--- src/rtl/branch_target_predictor_pkg.sv ---
// Shared types for the branch target predictor.
// BTB geometry, counter encoding, and entry layout.
package branch_target_predictor_pkg;

  localparam int ENTRIES = 16;
  localparam int IDX_W   = 4;
  localparam int TAG_W   = 32 - IDX_W - 2;

  localparam logic [6:0] B_TYPE = 7'b1100011;

  typedef enum logic [1:0] {
    SNT = 2'b00,
    WNT = 2'b01,
    WT  = 2'b10,
    ST  = 2'b11
  } ctr_t;

  typedef struct packed {
    logic             valid;
    logic [TAG_W-1:0] tag;
    logic [31:0]      target;
    ctr_t             ctr;
  } btb_entry_t;

  // Saturating step of the 2-bit direction counter
  function automatic ctr_t ctr_step(ctr_t c, logic taken);
    ctr_t n;
    n = c;
    unique case (c)
      SNT: n = taken ? WNT : SNT;
      WNT: n = taken ? WT  : SNT;
      WT:  n = taken ? ST  : WNT;
      ST:  n = taken ? ST  : WT;
      default: n = c;
    endcase
    return n;
  endfunction

endpackage

--- src/rtl/branch_target_predictor_btb_storage.sv ---
// Direct-mapped BTB entry array.
// Lookup and update-side read ports are combinational; writes land on the edge.
module branch_target_predictor_btb_storage
  import branch_target_predictor_pkg::*;
(
  input  logic             clk,
  input  logic             rst,
  input  logic [IDX_W-1:0] rd_idx,
  output btb_entry_t       rd_entry,
  input  logic [IDX_W-1:0] upd_idx,
  output btb_entry_t       upd_entry,
  input  logic             we,
  input  logic [IDX_W-1:0] wr_idx,
  input  btb_entry_t       wr_entry
);

  btb_entry_t mem_q [ENTRIES];
  btb_entry_t mem_d [ENTRIES];

  assign rd_entry  = mem_q[rd_idx];
  assign upd_entry = mem_q[upd_idx];

  // Next array contents: single entry overwritten when enabled
  always_comb begin
    mem_d = mem_q;
    if (we) begin
      mem_d[wr_idx] = wr_entry;
    end
  end

  // Entry registers; reset clears every entry and beats any write
  always_ff @(posedge clk) begin
    if (rst) begin
      for (int i = 0; i < ENTRIES; i++) begin
        mem_q[i] <= '0;
      end
    end else begin
      mem_q <= mem_d;
    end
  end

endmodule

--- src/rtl/branch_target_predictor.sv ---
// IF-stage branch prediction with EX-stage resolution.
// Holds hit/saturation, mispredict/redirect and the perf counters.
module branch_target_predictor
  import branch_target_predictor_pkg::*;
(
  input  logic        clk,
  input  logic        rst,
  input  logic [31:0] IF_pc,
  output logic        pred_taken,
  output logic [31:0] pred_target,
  input  logic        EX_valid,
  input  logic [6:0]  EX_op,
  input  logic [31:0] EX_pc,
  input  logic [31:0] EX_target,
  input  logic        actual_taken,
  input  logic        EX_pred_taken,
  input  logic [31:0] EX_pred_target,
  output logic        mispredict,
  output logic [31:0] redirect_pc,
  output logic [31:0] branch_cnt,
  output logic [31:0] mispred_cnt
);

  logic [IDX_W-1:0] if_idx;
  logic [TAG_W-1:0] if_tag;
  logic [IDX_W-1:0] ex_idx;
  logic [TAG_W-1:0] ex_tag;
  btb_entry_t       if_entry;
  btb_entry_t       ex_entry;
  btb_entry_t       wr_entry;
  logic             if_hit;
  logic             ex_hit;
  logic             upd;
  logic             we;
  logic [31:0]      branch_cnt_q;
  logic [31:0]      branch_cnt_d;
  logic [31:0]      mispred_cnt_q;
  logic [31:0]      mispred_cnt_d;
  logic             unused_pc_lsbs;

  assign if_idx = IF_pc[IDX_W+1:2];
  assign if_tag = IF_pc[31:IDX_W+2];
  assign ex_idx = EX_pc[IDX_W+1:2];
  assign ex_tag = EX_pc[31:IDX_W+2];

  assign unused_pc_lsbs = ^{IF_pc[1:0], EX_pc[1:0]};

  branch_target_predictor_btb_storage u_btb (
    .clk       (clk),
    .rst       (rst),
    .rd_idx    (if_idx),
    .rd_entry  (if_entry),
    .upd_idx   (ex_idx),
    .upd_entry (ex_entry),
    .we        (we),
    .wr_idx    (ex_idx),
    .wr_entry  (wr_entry)
  );

  // IF lookup from pre-edge state
  always_comb begin
    if_hit      = if_entry.valid && (if_entry.tag == if_tag);
    pred_taken  = if_hit && if_entry.ctr[1];
    pred_target = pred_taken ? if_entry.target : IF_pc + 32'd4;
  end

  // EX resolution: mispredict, redirect and the entry rewrite
  always_comb begin
    upd        = EX_valid && (EX_op == B_TYPE);
    ex_hit     = ex_entry.valid && (ex_entry.tag == ex_tag);
    mispredict = upd && ((actual_taken != EX_pred_taken) ||
                 (actual_taken && (EX_target != EX_pred_target)));
    redirect_pc = actual_taken ? EX_target : EX_pc + 32'd4;
    we       = upd && (ex_hit || actual_taken);
    wr_entry = ex_entry;
    if (ex_hit) begin
      wr_entry.ctr = ctr_step(ex_entry.ctr, actual_taken);
      if (actual_taken) begin
        wr_entry.target = EX_target;
      end
    end else begin
      wr_entry.valid  = 1'b1;
      wr_entry.tag    = ex_tag;
      wr_entry.target = EX_target;
      wr_entry.ctr    = WT;
    end
  end

  // Perf counter next values, wrapping naturally at 32 bits
  always_comb begin
    branch_cnt_d  = branch_cnt_q;
    mispred_cnt_d = mispred_cnt_q;
    if (upd) begin
      branch_cnt_d = branch_cnt_q + 32'd1;
    end
    if (mispredict) begin
      mispred_cnt_d = mispred_cnt_q + 32'd1;
    end
  end

  // Perf counter registers
  always_ff @(posedge clk) begin
    if (rst) begin
      branch_cnt_q  <= '0;
      mispred_cnt_q <= '0;
    end else begin
      branch_cnt_q  <= branch_cnt_d;
      mispred_cnt_q <= mispred_cnt_d;
    end
  end

  assign branch_cnt  = branch_cnt_q;
  assign mispred_cnt = mispred_cnt_q;

endmodule
--- config.mk ---
export PLATFORM = sky130hd
export DESIGN_NAME = branch_target_predictor
export DESIGN_NICKNAME = d
export VERILOG_FILES = /design/src/rtl/branch_target_predictor_pkg.sv /design/src/rtl/branch_target_predictor_btb_storage.sv /design/src/rtl/branch_target_predictor.sv
export SDC_FILE = /design/constraint.sdc
export NUM_CORES = 2
export LEC_CHECK = 0
export BUFFER_PORTS_ARGS = -buffer_cell sky130_fd_sc_hd__buf_2
export CORE_MARGIN = 2
export CORE_UTILIZATION = 60
export DETAILED_ROUTE_END_ITERATION = 8
export PLACE_DENSITY_LB_ADDON = 0.12
export SLEW_MARGIN = 10
export SYNTH_ARGS = -nofsm -noshare
export SYNTH_HDL_FRONTEND = slang
export SYNTH_SLANG_ARGS = --single-unit
--- constraint.sdc ---
create_clock -name clk -period 5.6 [get_ports clk]
set_input_delay 0.56 -clock clk [delete_from_list [all_inputs] [get_ports clk]]
set_output_delay 0.56 -clock clk [all_outputs]
set_load 0.1 [all_outputs]
==> flow_summary.ini <==
[critical_path]
reg2reg_to = u_btb.mem_q[368]$_SDFFE_PP0P_
reg2reg_depth = 12
crit_path_max_fanout = 47
critical_path_required_ps = 5040
path_cells = buf_8 -> mux4_2 -> mux4_2 -> xnor2_1 -> nand4_1 -> nor4_1 -> and3_4 -> buf_12 -> mux2_2 -> buf_12
end_kind = output port
slowest_delay_ps = 870
cp.arrival_ps = 5070
critPathSlowestCell = nor4_1
crit_type = input port to output port
rrSetupSlack_ps = 1570
r2r-start = u_btb.mem_q[34]$_SDFFE_PP0P_
critPathLaunchType = input port

[logic_synthesis]
syn-num-nets = 5634
synth_top_area_frac = 0.373
synth_ff_type = dfxtp_1
synth_edf_count = 0
synth_fa_ha_area_frac = 0.00193
ys_seq_elements = 1040
synth_compound_area_frac = 0.208
yosysWarnings = 0
yosysTopAreaCell = dfxtp_1
syn_area_per_cell_um2 = 10.2
synth.yosys.seq_area_share = 0.373
synth_common_cells = 1040 x dfxtp_1, 760 x a21oi_1, 535 x mux4_2, 527 x o21ai_0, 493 x clkbuf_1
async_flop_share = 0
synthCells = 5487
ys_types = 72
synth-xor-area-share = 0.0273
yosys.area_share.simple = 0.0744
synth_top_family_by_area = multiplexers
post-synth-top-count-cell = dfxtp_1
yosys-top-cells-area = dfxtp_1 37%, mux4_2 22%, a21oi_1 6.8%, o21ai_0 4.7%, mux2i_1 3.7%
synthMuxAreaShare = 0.264
syn_area_mm2 = 0.0558

[detailed_routing]
wire_per_inst_um = 33.7
drcViolationCount = 0
ant_nets = 0
first_pass_iters = 6
routed_wl_mm = 228
dr.first_iter.drc_count = 9172
vias = 52300
vias_per_cell = 7.70

[hold_path]
min_path_cells = 3
hp-start = EX_pc[8]
min_path_type = input port to flop
hold_end = u_btb.mem_q[158]$_SDFFE_PP0P_

[cts]
cts-buffers-inserted = 112
clock-sinks = 1040
clock_latency_ps = 740
postCtsHoldBufs = 0
tritoncts = yes
cts-root-buf = clkbuf_16
h-tree-depth = 3
cts_buffer_depth = 3
clkTransAtPathRegs_ps = 60
post_cts_resized = 0
cts_setup_buffers = 0

[floorplan]
boundaryPins = 270
die_w_um = 309
dieHeight_um = 309
rows = 111
die_area_mm2 = 0.0955
core_area_mm2 = 0.0919
initial_core_util = 0.607

[sta]
fmax_mhz = 178
tightest_slew_ps = 1350
period_minus_slack_ps = 5630
setup_ws_ps = -26.3
rsz0062_at_grt = false
drv_slew = 0
max_slew_margin = 0.0994
setup_violations = 5
holdWs_ps = 254
skew_ps = 30.7
hold_violations = 0
period_share = 1.00

[pwr]
leakage_uw = 0.0222
p_per_area_mw_per_mm2 = 278
peakVddDrop_uv = 239

[placed_design]
routabilityCongestion = 0.968
hpwl_mm = 135
post-place-ws_ps = 220
io_buffers = 269

[grt]
busiest_layer = met2
grt_use_total = 0.467
antenna_found_initial = 20
grt_overflow = 0
grt_pass1_vias = 48800
grt_pass1_wl_mm = 328
grtUsageMet2 = 0.650
met3_usage = 0.217
grt_start_max_net_pins = 188
grt_use_met1 = 0.588

[final_layout]
final_util = 0.693
area_growth_pct = 14.2
fin_nets = 5581
drive_gt1_frac = 0.258

[flow_run]
max-cap-violations = 0

[run_status]
status = finished, violations left
violations = setup timing
## power breakdown
part,internal (uW),total (uW),switching [uW],leakage [uW]
logic,488,1770,1290,0.0117
registers,7400,7400,0.847,0.00837
clock network,5220,8570,3350,0.00210
## how the worst max path moves through the flow
stage,from,end,slack [ps],cells after the start
2_1_floorplan,IF_pc[2],pred_target[31],-560,12
3_3_place_gp,IF_pc[2],pred_target[0],210,10
3_5_place_dp,IF_pc[2],pred_target[12],220,10
4_1_cts,IF_pc[2],pred_target[12],230,10
5_1_grt,IF_pc[2],pred_target[12],20,11
6_report,IF_pc[2],pred_target[12],-30,10
## critical path: cells and delay by family
kind,cells,cell delay (ps)
multiplexers,3,1460
XOR/XNOR,1,540
buffers and inverters,3,810
AND/OR/NAND/NOR,3,1580
## final cells by class
type	count	area [um2]
diodes	12	30.0
clock buffers	155	3340
clock inverters	55	917
fillers	6919	28200
inverters	35	139
multi-input cells	3736	32500
flip-flops and latches	1040	20800
well taps	1243	1560
repair buffers	509	4500
## cell usage in the layout (no fill, tap or decap), types with 180 or more instances in the layout
cell type	Yosys	routed
buf_4	25	180
mux2i_1	207	207
mux4_2	535	535
a211oi_1	202	202
o21ai_0	527	511
buf_2	64	226
dfxtp_1	1040	1040
a21oi_1	760	760
nand2_1	271	271
nand3_1	292	279
## layer usage
layer / part of all wire / routed length (um)
met1: 0.34 / 78200
met2: 0.41 / 93600
met3: 0.18 / 40100
met4: 0.072 / 16400
met5: 0.00041 / 93
## cells by family (layout without fill, tap and decap cells)
logic type	after synthesis	count (layout)
muxes	791	791
adders and majority gates	9	9
other	0	12
buffers and inverters	711	754
xor gates and xnor gates	174	174
DFF	1040	1040
AOI/OAI and AO/OA	1909	1909
and+or+nand+nor	853	853
## sequential cells by signal, summed over array words and instances (netlist names)
signal	count
u_btb.mem_q	976
mispred_cnt	32
branch_cnt	32
## through the flow
| step | area (um2) | instances | power, uW | TNS [ps] |
|---|---|---|---|---|
| finish | 63800 | 6785 | 17700 | -74.3 |
| floorplan | 55900 | 5487 | 8620 | -4110 |
| global placement | 59500 | 6563 | 9260 | 0 |
| detailed placement | 59500 | 6563 | 9260 | 0 |
| global route | 63700 | 6779 | 18000 | 0 |
| CTS | 63700 | 6773 | 17600 | 0 |
No activity file was read; power rests on OpenSTA's default activity.
